===== config.mk =====
export PLATFORM = sky130hd
export DESIGN_NAME = rgb2yuv_seq_ctrl
export DESIGN_NICKNAME = d
export VERILOG_FILES = /design/src/rtl/rgb2yuv_pkg.sv /design/src/rtl/rgb2yuv_seq_ctrl_step_rom.sv /design/src/rtl/rgb2yuv_seq_ctrl.sv
export SDC_FILE = /design/constraint.sdc
export NUM_CORES = 1
export LEC_CHECK = 0
export ABC_AREA = 1
export CAP_MARGIN = 20
export CORE_MARGIN = 2
export CORE_UTILIZATION = 60
export DETAILED_ROUTE_END_ITERATION = 6
export HOLD_SLACK_MARGIN = 0.15
export PLACE_DENSITY = 0.87
export SETUP_SLACK_MARGIN = 0.02
export SLEW_MARGIN = 20
export SYNTH_ARGS = -nofsm -noshare
export SYNTH_HDL_FRONTEND = slang
export SYNTH_SLANG_ARGS = --single-unit

===== constraint.sdc =====
create_clock -name clk -period 3.8 [get_ports clk]
set_input_delay 1.14 -clock clk [delete_from_list [all_inputs] [get_ports clk]]
set_output_delay 1.14 -clock clk [all_outputs]
set_load 0.05 [all_outputs]

===== src/rtl/rgb2yuv_pkg.sv =====
`default_nettype none
// ============================================================================
//  Module   : rgb2yuv_pkg
//  Purpose  : Shared types and constants for the RGB-to-YUV frame sequencer:
//             FSM state encoding, datapath control-word field layout, the
//             fixed control words and the per-mode microcode schedules.
//  Ports    : none (package)
//  Revision : 1.0 - initial release
// ============================================================================
package rgb2yuv_pkg;

  // Geometry of the schedule table held in this package.
  localparam int CTRL_WORD_W = 22;
  localparam int SCHED_MODES = 2;
  localparam int SCHED_STEPS = 10;

  // Sequencer states. Encodings 5..7 are unreachable.
  typedef enum logic [2:0] {
    ST_IDLE = 3'd0,
    ST_LOAD = 3'd1,
    ST_CALC = 3'd2,
    ST_OUT  = 3'd3,
    ST_DONE = 3'd4
  } state_e;

  // Control-word field offsets.
  //   [2:0]   output register enables (Y, U, V)
  //   [3]     pixel input register load
  //   [4]     accumulator clear (load product instead of add)
  //   [5]     accumulator enable
  //   [7:6]   multiplier operand select (R, G, B, accumulator)
  //   [12:8]  coefficient ROM select
  //   [13]    chroma offset add
  //   [14]    round / clamp pass
  //   [15]    hold: output registers keep their value
  //   [21:16] reserved, always zero
  localparam int F_WR_Y     = 0;
  localparam int F_WR_U     = 1;
  localparam int F_WR_V     = 2;
  localparam int F_LD_PIX   = 3;
  localparam int F_ACC_CLR  = 4;
  localparam int F_ACC_EN   = 5;
  localparam int F_MUL_SEL  = 6;
  localparam int MUL_SEL_W  = 2;
  localparam int F_COEF_SEL = 8;
  localparam int COEF_SEL_W = 5;
  localparam int F_OFS_EN   = 13;
  localparam int F_RND      = 14;
  localparam int F_HOLD     = 15;

  // Multiplier operand select codes.
  localparam logic [1:0] MUL_R   = 2'd0;
  localparam logic [1:0] MUL_G   = 2'd1;
  localparam logic [1:0] MUL_B   = 2'd2;
  localparam logic [1:0] MUL_ACC = 2'd3;

  typedef logic [CTRL_WORD_W-1:0] ctrl_word_t;

  localparam ctrl_word_t CTRL_IDLE = '0;
  localparam ctrl_word_t CTRL_LOAD = (ctrl_word_t'(1) << F_LD_PIX) |
                                     (ctrl_word_t'(1) << F_ACC_CLR);
  localparam ctrl_word_t CTRL_HOLD = ctrl_word_t'(1) << F_HOLD;

  // Assembles one micro-op from its fields.
  function automatic ctrl_word_t f_uop(
    input logic [1:0] mul_sel,
    input logic [4:0] coef,
    input logic [2:0] wr,
    input logic       acc_clr,
    input logic       acc_en,
    input logic       ofs,
    input logic       rnd
  );
    ctrl_word_t w;
    w = '0;
    w[F_WR_Y +: 3]                 = wr;
    w[F_ACC_CLR]                   = acc_clr;
    w[F_ACC_EN]                    = acc_en;
    w[F_MUL_SEL +: MUL_SEL_W]      = mul_sel;
    w[F_COEF_SEL +: COEF_SEL_W]    = coef;
    w[F_OFS_EN]                    = ofs;
    w[F_RND]                       = rnd;
    return w;
  endfunction

  // Per-mode schedules. Each channel is a three-term dot product: the first
  // term clears the accumulator, the last one writes the channel register.
  // The final step is a round/clamp pass that commits all three channels.
  // Mode 0: YUV BT.601 (signed chroma, no offset), coefficients 0..8.
  // Mode 1: YCbCr full range (chroma +128 offset), coefficients 9..17.
  localparam ctrl_word_t SCHED [SCHED_MODES][SCHED_STEPS] = '{
    '{
      f_uop(MUL_R,   5'd0,  3'b000, 1'b1, 1'b0, 1'b0, 1'b0),
      f_uop(MUL_G,   5'd1,  3'b000, 1'b0, 1'b1, 1'b0, 1'b0),
      f_uop(MUL_B,   5'd2,  3'b001, 1'b0, 1'b1, 1'b0, 1'b0),
      f_uop(MUL_R,   5'd3,  3'b000, 1'b1, 1'b0, 1'b0, 1'b0),
      f_uop(MUL_G,   5'd4,  3'b000, 1'b0, 1'b1, 1'b0, 1'b0),
      f_uop(MUL_B,   5'd5,  3'b010, 1'b0, 1'b1, 1'b0, 1'b0),
      f_uop(MUL_R,   5'd6,  3'b000, 1'b1, 1'b0, 1'b0, 1'b0),
      f_uop(MUL_G,   5'd7,  3'b000, 1'b0, 1'b1, 1'b0, 1'b0),
      f_uop(MUL_B,   5'd8,  3'b100, 1'b0, 1'b1, 1'b0, 1'b0),
      f_uop(MUL_ACC, 5'd0,  3'b111, 1'b0, 1'b0, 1'b0, 1'b1)
    },
    '{
      f_uop(MUL_R,   5'd9,  3'b000, 1'b1, 1'b0, 1'b0, 1'b0),
      f_uop(MUL_G,   5'd10, 3'b000, 1'b0, 1'b1, 1'b0, 1'b0),
      f_uop(MUL_B,   5'd11, 3'b001, 1'b0, 1'b1, 1'b0, 1'b0),
      f_uop(MUL_R,   5'd12, 3'b000, 1'b1, 1'b0, 1'b0, 1'b0),
      f_uop(MUL_G,   5'd13, 3'b000, 1'b0, 1'b1, 1'b0, 1'b0),
      f_uop(MUL_B,   5'd14, 3'b010, 1'b0, 1'b1, 1'b1, 1'b0),
      f_uop(MUL_R,   5'd15, 3'b000, 1'b1, 1'b0, 1'b0, 1'b0),
      f_uop(MUL_G,   5'd16, 3'b000, 1'b0, 1'b1, 1'b0, 1'b0),
      f_uop(MUL_B,   5'd17, 3'b100, 1'b0, 1'b1, 1'b1, 1'b0),
      f_uop(MUL_ACC, 5'd0,  3'b111, 1'b0, 1'b0, 1'b0, 1'b1)
    }
  };

endpackage : rgb2yuv_pkg
`default_nettype wire


===== src/rtl/rgb2yuv_seq_ctrl_step_rom.sv =====
`default_nettype none
// ============================================================================
//  Module   : rgb2yuv_seq_ctrl_step_rom
//  Purpose  : Combinational microcode lookup, (mode, step) -> control word.
//             The only consumer of the schedule table, so adding a mode only
//             touches the package.
//  Ports    : mode_i  - latched schedule select
//             step_i  - compute step within the pixel
//             ctrl_o  - datapath control word for that step
//  Revision : 1.0 - initial release
// ============================================================================
module rgb2yuv_seq_ctrl_step_rom
  import rgb2yuv_pkg::*;
#(
  parameter int CTRL_W    = CTRL_WORD_W,
  parameter int STEPS     = SCHED_STEPS,
  parameter int NUM_MODES = SCHED_MODES,
  parameter int MODE_W    = 1,
  parameter int STEP_W    = 4
) (
  input  logic [MODE_W-1:0] mode_i,
  input  logic [STEP_W-1:0] step_i,
  output logic [CTRL_W-1:0] ctrl_o
);

  // Any (mode, step) outside both the configured range and the table falls
  // back to HOLD so the datapath freezes instead of running a stray op.
  always_comb begin
    ctrl_o = CTRL_W'(CTRL_HOLD);
    for (int m = 0; m < SCHED_MODES; m++) begin
      for (int s = 0; s < SCHED_STEPS; s++) begin
        if ((m < NUM_MODES) && (s < STEPS) &&
            (int'(mode_i) == m) && (int'(step_i) == s)) begin
          ctrl_o = CTRL_W'(SCHED[m][s]);
        end
      end
    end
  end

endmodule : rgb2yuv_seq_ctrl_step_rom
`default_nettype wire


===== src/rtl/rgb2yuv_seq_ctrl.sv =====
`default_nettype none
// ============================================================================
//  Module   : rgb2yuv_seq_ctrl
//  Purpose  : Frame-level sequencer for the RGB-to-YUV datapath. Fetches
//             pixels over a valid/ready input, runs the per-mode microcode
//             schedule for each pixel, presents the result over a valid/ready
//             output and pulses done after the last pixel.
//  Ports    : clk, rst_n     - clock, async active-low reset
//             start_i        - frame start (IDLE only)
//             abort_i        - synchronous abort, highest priority
//             frame_len_i    - pixels per frame, latched on start
//             mode_i         - schedule select, latched on start
//             in_valid_i / in_ready_o   - pixel input handshake
//             out_valid_o / out_ready_i - result output handshake
//             control_o      - datapath control word
//             busy_o, done_o - status
//             pix_idx_o      - index of pixel in flight
//  Revision : 1.0 - initial release
// ============================================================================
module rgb2yuv_seq_ctrl
  import rgb2yuv_pkg::*;
#(
  parameter int CTRL_W    = CTRL_WORD_W,
  parameter int STEPS     = SCHED_STEPS,
  parameter int LEN_W     = 16,
  parameter int NUM_MODES = SCHED_MODES,
  localparam int MODE_W   = (NUM_MODES > 1) ? $clog2(NUM_MODES) : 1
) (
  input  logic              clk,
  input  logic              rst_n,
  input  logic              start_i,
  input  logic              abort_i,
  input  logic [LEN_W-1:0]  frame_len_i,
  input  logic [MODE_W-1:0] mode_i,
  input  logic              in_valid_i,
  output logic              in_ready_o,
  output logic              out_valid_o,
  input  logic              out_ready_i,
  output logic [CTRL_W-1:0] control_o,
  output logic              busy_o,
  output logic              done_o,
  output logic [LEN_W-1:0]  pix_idx_o
);

  localparam int STEP_W = (STEPS > 1) ? $clog2(STEPS) : 1;
  localparam logic [STEP_W-1:0] STEP_LAST = STEP_W'(STEPS - 1);

  state_e             state_q,  state_d;
  logic [STEP_W-1:0]  step_q,   step_d;
  logic [LEN_W-1:0]   idx_q,    idx_d;
  logic [LEN_W-1:0]   len_q,    len_d;
  logic [MODE_W-1:0]  mode_q,   mode_d;

  logic [CTRL_W-1:0]  control_q;
  logic               in_ready_q;
  logic               out_valid_q;
  logic               busy_q;
  logic               done_q;

  logic [CTRL_W-1:0]  calc_ctrl;

  // ---------------------------------------------------------------------------
  // Next-state logic
  // ---------------------------------------------------------------------------
  always_comb begin
    state_d = state_q;
    step_d  = step_q;
    idx_d   = idx_q;
    len_d   = len_q;
    mode_d  = mode_q;

    case (state_q)
      ST_IDLE: begin
        if (start_i) begin
          len_d   = frame_len_i;
          mode_d  = mode_i;
          idx_d   = '0;
          step_d  = '0;
          state_d = (frame_len_i == '0) ? ST_DONE : ST_LOAD;
        end
      end

      ST_LOAD: begin
        if (in_valid_i) begin
          state_d = ST_CALC;
          step_d  = '0;
        end
      end

      ST_CALC: begin
        if (step_q == STEP_LAST) begin
          state_d = ST_OUT;
          step_d  = '0;
        end else begin
          step_d  = step_q + STEP_W'(1);
        end
      end

      ST_OUT: begin
        if (out_ready_i) begin
          // len_q is non-zero here: a zero-length frame never leaves IDLE
          // for LOAD, so len_q - 1 cannot underflow.
          if (idx_q == (len_q - LEN_W'(1))) begin
            state_d = ST_DONE;
          end else begin
            idx_d   = idx_q + LEN_W'(1);
            state_d = ST_LOAD;
          end
        end
      end

      ST_DONE: begin
        state_d = ST_IDLE;
      end

      default: begin
        state_d = ST_IDLE;
        step_d  = '0;
        idx_d   = '0;
      end
    endcase

    if (abort_i) begin
      state_d = ST_IDLE;
      step_d  = '0;
      idx_d   = '0;
    end
  end

  // Looked up with the next mode/step so the registered control word lines
  // up with the CALC cycle it belongs to.
  rgb2yuv_seq_ctrl_step_rom #(
    .CTRL_W    (CTRL_W),
    .STEPS     (STEPS),
    .NUM_MODES (NUM_MODES),
    .MODE_W    (MODE_W),
    .STEP_W    (STEP_W)
  ) u_step_rom (
    .mode_i (mode_d),
    .step_i (step_d),
    .ctrl_o (calc_ctrl)
  );

  // ---------------------------------------------------------------------------
  // State, counters and registered Moore outputs. Outputs are decoded from the
  // next state so they are valid in the same cycle the state register holds
  // that state, without any combinational path to the ports.
  // ---------------------------------------------------------------------------
  always_ff @(posedge clk or negedge rst_n) begin
    if (!rst_n) begin
      state_q     <= ST_IDLE;
      step_q      <= '0;
      idx_q       <= '0;
      len_q       <= '0;
      mode_q      <= '0;
      control_q   <= CTRL_W'(CTRL_IDLE);
      in_ready_q  <= 1'b0;
      out_valid_q <= 1'b0;
      busy_q      <= 1'b0;
      done_q      <= 1'b0;
    end else begin
      state_q     <= state_d;
      step_q      <= step_d;
      idx_q       <= idx_d;
      len_q       <= len_d;
      mode_q      <= mode_d;
      in_ready_q  <= (state_d == ST_LOAD);
      out_valid_q <= (state_d == ST_OUT);
      busy_q      <= (state_d != ST_IDLE);
      done_q      <= (state_d == ST_DONE);
      case (state_d)
        ST_LOAD: control_q <= CTRL_W'(CTRL_LOAD);
        ST_CALC: control_q <= calc_ctrl;
        ST_OUT:  control_q <= CTRL_W'(CTRL_HOLD);
        default: control_q <= CTRL_W'(CTRL_IDLE);
      endcase
    end
  end

  assign in_ready_o  = in_ready_q;
  assign out_valid_o = out_valid_q;
  assign control_o   = control_q;
  assign busy_o      = busy_q;
  assign done_o      = done_q;
  assign pix_idx_o   = idx_q;

endmodule : rgb2yuv_seq_ctrl
`default_nettype wire

; After elaboration in Yosys (flattened, before gate mapping)
; Index checks and enable logic that the tools add are counted.
[word_totals]
wordCells = 106
latchBits = 0
mem_count = 0
mem_bits_ro = 0
mem_bits_rw = 0
out_inout_bits = 42
register_bits = 66
[op_classes]
n_addsub = 3
bitwise = 1
n_eq_ne = 23
n_lt_le_gt_ge = 0
n_mul = 0
div = 0
n_shift = 0
n_reduce_logical = 28
n_mux = 41
[op_table]
columns = operator, count
row1 = $mux 22, 19
row2 = $mux 16, 5
row3 = $pmux 22 s3, 1
row4 = $pmux 16 s3, 1
row5 = $eq 4x4->1 const B, 7
row6 = $mux 3, 7
row7 = $logic_and 1x1->1, 20
row8 = $add 16x1->16 const B, 1
row9 = $eq 16x16->1, 1
row10 = $logic_not 16->1, 1
row11 = $mux 4, 4
row12 = $pmux 4 s4, 1
row13 = $sub 16x1->16 const B, 1
row14 = $eq 3x2->1 const B, 4
row15 = $pmux 3 s4, 1
row16 = $ne 3x3->1 const B, 3
row17 = $eq 4x3->1 const B, 2
row18 = $eq 3x1->1 const B, 2
row19 = $eq 3x3->1 const B, 2
row20 = $add 4x1->4 const B, 1
row21 = $eq 4x2->1 const B, 1
row22 = $logic_not 4->1, 1
row23 = $reduce_and 4->1, 1
row24 = $logic_not 3->1, 1
row25 = 7 further kinds, 8

; Longest topological paths before layout
; Gate-level depths: netlist of run 1.
[depth]
word_depth = 27
ltp_mapped = 16
ltp_nobuf = 16

; Modules after synthesis
; A second synthesis of run 1 with hierarchy kept.
[unflattened]
hier_cells = 630
hier_area_um2 = 4601.9
[modules_own_cells]
columns = module, cells_each, area_each_um2, n_inst, seq_area_each_um2
row1 = rgb2yuv_seq_ctrl, 543, 4152.7, 1, 1651.6
row2 = rgb2yuv_seq_ctrl_step_rom, 87, 449.2, 1, 0.0

; Least setup slack after synthesis of run 1
; No wires, ideal clock.
[synth_timing]
path_kind = input port to flip-flop
startpoint = input port start_i
endpoint = register control_q[15] (netlist: control_o[15])
setup_slack_ns = 1.375
arrival_ns = 2.307
stages = 14
path_cell_list = inv_1 > nand2_1 > nor2_1 > nor2_1 > nand3_2 > nand2_2 > nor2_1 > nand2_1 > nor2_1 > nor2_1 > nand2_1 > nor2_1 > nor2_1 > nor2_1
[synth_via]
elab_chain_cells = 26
word_cells_on_any_way = 63
[synth_rtl]
columns = item, line_no
row1 = "start, declared", rgb2yuv_seq_ctrl.sv:31  ; input logic start_i,
row2 = $mux 4, rgb2yuv_seq_ctrl.sv:74  ; if (start_i) begin
row3 = $pmux 4 s4, rgb2yuv_seq_ctrl.sv:72  ; case (state_q)
row4 = $mux 4, rgb2yuv_seq_ctrl.sv:123  ; if (abort_i) begin
row5 = $logic_not 4->1, rgb2yuv_seq_ctrl_step_rom.sv:33  ; (int'(mode_i) == m) && (int'(step_i) == s)) begin
row6 = $logic_and 1x1->1, rgb2yuv_seq_ctrl_step_rom.sv:33
row7 = $mux 16, rgb2yuv_seq_ctrl_step_rom.sv:32  ; if ((m < NUM_MODES) && (s < STEPS) &&
row8 = $mux 22 (19 in series), rgb2yuv_seq_ctrl_step_rom.sv:32
row9 = $pmux 22 s3 (*), rgb2yuv_seq_ctrl.sv:171  ; case (state_d)
row10 = "end signal, assigned", rgb2yuv_seq_ctrl.sv:172  ; ST_LOAD: control_q <= CTRL_W'(CTRL_LOAD);
row11 = "end signal, assigned", rgb2yuv_seq_ctrl.sv:173  ; ST_CALC: control_q <= calc_ctrl;
row12 = "end signal, assigned", rgb2yuv_seq_ctrl.sv:174  ; ST_OUT: control_q <= CTRL_W'(CTRL_HOLD);
row13 = "end, declared", rgb2yuv_seq_ctrl.sv:54  ; logic [CTRL_W-1:0] control_q;
; Mark *: on every way between the ends. The rest lies on a longest branch, timed or not.
; A chain may end at the register's enable or synchronous reset.

; Final worst setup path of run 1
; Ends and elaborated chain as after synthesis.

==> summary.md, run 1 <==
| Metric | Value |
|---|---|
| Type of the worst setup path | in2reg |
| Final setup vio count | 0 |
| CP endpoint kind | register |
| Nets@finish | 737 |
| Sum Neg Setup Slack | 0 ns |
| Commonest non-fill, non-tap cell in the layout | nand2_1 |
| Post-synth top area share | 0.342 |
| RSZ-0062 raised after global routing | false |
| Reg power frac | 0.422 |
| Hold depth | 2 |
| Hold path startpoint | len_q[0] |
| Post-CTS setup buffers | 0 |
| Tcrit/Tclk final | 0.779 |
| H-Tree Depth | 3 |
| Seq cells post-synth | 60 |
| Max VDD drop | 0.000212 V |
| Post-Route WL | 11.4 mm |
| Clock-pin transition on the worst setup and hold timing paths | 0.07 ns |
| Final worst path period need | 2.96 ns |
| Sw Ratio | 0.377 |
| Largest area contributor in the netlist | dfrtp_1 |
| CP max FO | 7 |
| Die width | 89.6 µm |
| Die area | 8020 µm² |
| Fin util | 0.724 |
| Top-level port count | 65 |
| WHS Endpoint | len_q[0] |
| P_sw | 653 µW |
| Yosys cell types | 45 |
| Power Internal | 1080 µW |
| Iteration-0 DRC count of the detailed router | 250 |
| Hold Vio Cnt, Final | 0 |
| Critical Path Source Type | input port |
| IO buf count | 58 |
| Reg-to-Reg Start | state_q[2] |
| RePlAce Congestion | 0.967 |
| FILL cells | 610 |
| Worst hold slack | 0.534 ns |
| Leak Pwr | 0.00260 µW |
| DRC | 0 |
| Reg2reg path depth | 14 |
| Synth area leaders | dfrtp_1, nand2_1, nor2_1 |
| DPL Wire Length | 8.78 mm |
| Number of max-cap violations | 0 |
| Core ar. | 7180 µm² |
| Syn Area/Cell | 6.74 µm² |
| WL/cell | 14.0 µm |
| Register area share after synthesis | 0.342 |
| Cell Rows | 31 |
| CTS Buffer Depth | 2 |
| Grt total ovfl | 0 |
| Mapped Cells | 652 |
| Ys Warns | 0 |
| Max Fclk | 338 MHz |
| Pre-antenna DRT Iters | 5 |
| Comb pwr share | 0.276 |
| Clock share of power | 0.302 |
| Post-DRT Antenna Nets | 0 |
| Initial antenna violation count | 0 |
| Reg2reg setup slack | 1.02 ns |
| Total Power | 1730 µW |
| Vias in the first global route | 4292 |
| Via density | 5.48 |
| Worst min-delay path category | reg2reg |
| Starting Density | 0.612 |
| Power per cell area | 334 nW/µm² |
| Final worst slack | 0.841 ns |
| Clk sinks | 60 |
| Diodes inserted | 0 |
| Placement Setup Slack | 0.551 ns |
| Worst slew pin tran | 0.572 ns |
| Share of cells above drive strength 1 | 0.0867 |
| Post-CTS Hold Fix Bufs | 0 |
| Worst slew margin | 0.618 |
| Root Buffer | clkbuf_8 |
| Worst EP required | 4.03 ns |
| CTS tree | done |
| Worst skew pair latency | 0.35 ns |
| PostCTS Resize Cnt | 0 |
| Die Span Y | 89.6 µm |
| DR vias | 4464 |
| R2r endpoint | control_o[15] |
| Synthesized area | 4390 µm² |
| Total track usage | 0.308 |
| First-pass GRT wire length | 19.1 mm |
| Area grow syn2layout | 18.3% |
| CTS Buf Count | 9 |
| Worst Clk Skew | 0.0116 ns |
| Most frequent cells in the layout | nand2_1, nor2_1, inv_1 |
| Status | complete, no violations |
| Max Slew Vio Count | 0 |
| Critical path arrival | 3.19 ns |
| Pin count of the biggest net entering global routing | 37 |
state kept, by name (all words and copies together) (netlist names):
register     flops
control_o       16
done_o           1
mode_q           1
busy_o           1
len_q           16
state_q          3
in_ready_o       1
pix_idx_o       16
step_q           4
out_valid_o      1
cell type report:
type | count | area [µm²] | area share
Timing Repair Buffer | 65 | 628 | 0.121
Clock buffer | 9 | 124 | 0.0238
Tap cell | 99 | 124 | 0.0238
Sequential cell | 60 | 1500 | 0.289
Multi-Input combinational cell | 491 | 2460 | 0.473
Inverter | 83 | 312 | 0.0599
Clock inverter | 7 | 51.3 | 0.00987
cell usage after synthesis (all sizes together):
cell type / instances
dfrtp: 60
a2bb2oi: 1
o22ai: 1
a31oi: 3
o21ai: 27
nor2: 108
xor2: 18
ha: 4
clkinv: 2
nand4: 34
conb: 1
buf: 17
o2111ai: 1
o211ai: 1
o21bai: 3
inv: 81
nand3: 52
o21a: 1
clkbuf: 6
nand3b: 3
a211oi: 2
a21oi: 11
nand2: 190
nor3: 10
nor4: 9
or3: 1
xnor2: 5
logic make-up after synthesis:
family	Yosys count	synth area share
DFF	60	0.342
other	1	0.000854
xor gates and xnor gates	23	0.0459
and+or+nand+nor	407	0.427
buffers and inverters	106	0.103
AOI/OAI and AO/OA	51	0.0698
adders and majority gates	4	0.0114
critical path: stages:
cell             delay, ns
clkdlybuf4s50_1       0.46
inv_1                 0.19
nand2_1               0.07
nor2_1                0.10
nor2_1                0.06
nand3_2               0.12
nand2_2               0.13
nor2_1                0.22
nand2_1               0.14
nor2_1                0.23
nor2_1                0.09
nand2_1               0.08
nor2_1                0.05
nor2_1                0.07
nor2_1                0.04
through the flow:
step	std cells	instance area (µm²)
global route	814	5200
global placement	798	5020
CTS	814	5200
floorplan	657	4410
finish	814	5200
detailed placement	798	5020
power groups by stage:
stage	Clock, µW	Combinational, µW	Sequential [µW]
global route	565	539	736
floorplan	0	336	753
finish	524	478	731
detailed placement	0	473	743
global placement	0	462	741
CTS	532	477	731
layer usage:
| metal | global-route usage | routed length, µm | vias up |
|---|---|---|---|
| met5 | 0 | 0 | - |
| met3 | 0.0693 | 556 | 46 |
| met2 | 0.543 | 5830 | 169 |
| met4 | 0.149 | 442 | 0 |
| li1 | - | - | 2203 |
| met1 | 0.348 | 4560 | 2046 |
worst max-delay path by stage:
stage / depth (start not counted) / startpoint / slack [ns] / endpoint
detailed placement: 15 / start_i / 0.55 / control_o[15]
finish: 15 / start_i / 0.84 / control_o[15]
floorplan: 14 / start_i / 1.38 / control_o[15]
global route: 15 / start_i / 0.70 / control_o[15]
global placement: 15 / start_i / 0.57 / control_o[15]
CTS: 1 / pix_idx_o[9] / 0.89 / pix_idx_o[9]
No activity file was read; power rests on OpenSTA's default activity.
==> inputs of run 2 (changes only) <==
Settings changed: CORE_UTILIZATION 60 to 55, PLACE_DENSITY 0.87 to 0.81.
Clock period 3.8 ns to 2.9 ns, I/O delays scaled along.
==> run 2 against run 1 <==
Effect of this change:
- non-clock buffer count grew 6
- via count up 3.1%
- worst hold slack worse by 0.0038 ns
- routed wire length rose by 3.7%
- sequential cell count did not move
- worst setup slack worse by 0.65 ns
- sequential power is 31% higher
- sequential share of layout area decreased by 0.38 points
- count of clock-buffer cells in the layout is the same
- core utilization fell by 4.3 points
- final area up 1.3%
- critical path depth down 1
- critical path type unchanged
- critical endpoint is now control_o[8]
- largest power group unchanged
- highest routed layer unchanged
==> summary.md, run 2 (synthesis results as in run 1) <==
| Metric | Value |
|---|---|
| Placed cell area | 5080 µm² |
| Post-route cell area | 5270 µm² |
| Total track usage | 0.288 |
| PostCTS Resize Cnt | 0 |
| Nets@finish | 743 |
| Worst skew pair latency | 0.35 ns |
| CP max-delay cell | clkdlybuf4s50_1 |
| CTS tree | done |
| Post-Route WL | 11.8 mm |
| Crit path buffers/inverters | 2 |
| CTS Buffer Depth | 2 |
| RePlAce Congestion | 1.05 |
| Post-CTS Hold Fix Bufs | 0 |
| Most frequent cells in the layout | nand2_1, nor2_1, inv_1 |
| Status | complete, no violations |
| WL/cell | 14.3 µm |
| Core ar. | 7730 µm² |
| Final worst path period need | 2.71 ns |
| Max Slew Vio Count | 0 |
| Die area | 8720 µm² |
| Top Family by Delay on Critical Path | simple AND/OR/NAND/NOR gates |
| Die width | 93.4 µm |
| H-Tree Depth | 3 |
| Worst hold slack | 0.530 ns |
| Via density | 5.59 |
| DR vias | 4602 |
| Cell Rows | 32 |
| Worst min-delay path category | reg2reg |
| Tcrit/Tclk final | 0.934 |
| Share of cells above drive strength 1 | 0.0943 |
| Pin count of the biggest net entering global routing | 34 |
| P_sw | 865 µW |
| Worst Clk Skew | 0.0143 ns |
| Power per cell area | 435 nW/µm² |
| Clock-pin transition on the worst setup and hold timing paths | 0.08 ns |
| Initial antenna violation count | 0 |
| DPL Wire Length | 8.98 mm |
| Type of the worst setup path | in2reg |
| Die Span Y | 93.4 µm |
| Root Buffer | clkbuf_8 |
| Critical path arrival | 2.99 ns |
| Clock share of power | 0.302 |
| Area grow syn2layout | 19.9% |
| Power Internal | 1430 µW |
| Clk sinks | 60 |
| Critical Path Source Type | input port |
| Sw Ratio | 0.377 |
| IO buf count | 58 |
| Top-level port count | 65 |
| Max incr delay on CP | 0.46 ns |
| Max VDD drop | 0.000249 V |
| Worst path cell trace | clkdlybuf4s50_1 > inv_1 > nand2_1 > nor2_1 > nor2_1 > nand3_2 > nand2_4 > nor2_4 > nand2_1 > nor2_1 > nand2_1 > o211ai_1 > nor2_1 > nor2_1 |
| RSZ-0062 raised after global routing | false |
| Leak Pwr | 0.00263 µW |
| Hold Vio Cnt, Final | 0 |
| DRC | 0 |
| Worst EP required | 3.18 ns |
| FILL cells | 661 |
| Total Power | 2290 µW |
| Sum Neg Setup Slack | 0 ns |
| Comb pwr share | 0.280 |
| Max Fclk | 369 MHz |
| Grt total ovfl | 0 |
| Number of max-cap violations | 0 |
| Reg power frac | 0.417 |
| First-pass GRT wire length | 20.2 mm |
| Pre-antenna DRT Iters | 7 |
| Diodes inserted | 0 |
| Worst slew margin | 0.524 |
| Final setup vio count | 0 |
| Commonest non-fill, non-tap cell in the layout | nand2_1 |
| Vias in the first global route | 4512 |
| CP endpoint kind | register |
| Starting Density | 0.568 |
| Iteration-0 DRC count of the detailed router | 351 |
| Crit-path most repeated cell | nor2_1 |
| Worst slew pin tran | 0.714 ns |
| CP max FO | 8 |
| Post-CTS setup buffers | 0 |
| Post-DRT Antenna Nets | 0 |
| CTS Buf Count | 9 |
run 2: changes by cell type in the layout (fill, tap and decap cells not counted):
cell and change:
clkinv_2 -2, clkinv_4 +2, buf_4 +5, buf_12 +1
run 2: area by class of cell:
class / instances / area (µm²) / share of cell area
multi-input combinational: 491 / 2460 / 0.467
sequential: 60 / 1500 / 0.285
timing repair buffer: 71 / 686 / 0.130
inverter: 83 / 312 / 0.0592
tap: 102 / 128 / 0.0242
clock buffer: 9 / 124 / 0.0235
clock inverter: 7 / 58.8 / 0.0112
run 2: tightest hold or removal path, delay by kind of cell, from the launching register on:
family           cells  cell delay [ns]
AO/OA/AOI/OAI        1             0.06
AND/OR/NAND/NOR      1             0.06
flip-flops           1             0.37
run 2: worst paths after layout:
kind                       slack [ns]      from      endpoint  cells past startpoint
min in group asynchronous        0.58     rst_n      len_q[3]                      1
max in group asynchronous        1.70     rst_n  control_o[0]                      2
min                              0.53  len_q[0]      len_q[0]                      2
max reg2reg                      0.37  len_q[0]  control_o[0]                     14
max                              0.19   start_i  control_o[8]                     14
min reg2reg                      0.53  len_q[0]      len_q[0]                      2
run 2: power by group through the flow:
stage | Sequential, µW | Clock, µW | Combinational, µW
after floorplan | 986 | 0 | 441
after global placement | 970 | 0 | 608
after detailed placement | 972 | 0 | 629
after CTS | 956 | 713 | 635
after global routing | 965 | 750 | 720
final | 957 | 693 | 643
run 2: per-layer routing:
metal / vias to the layer above / GRT usage / wire length (µm)
met2: 226 / 0.517 / 6120
met4: 0 / 0.132 / 370
met5: - / 0 / 0
li1: 2210 / - / -
met1: 2114 / 0.332 / 4490
met3: 52 / 0.0532 / 830
run 2: stage by stage:
stage	std cells	util	worst slack (ns)
after CTS	823	0.682	0.281
after global routing	823	0.682	0.0737
after global placement	807	0.658	0.0128
after detailed placement	807	0.658	-0.0748
final	823	0.682	0.192
after floorplan	657	-	0.745
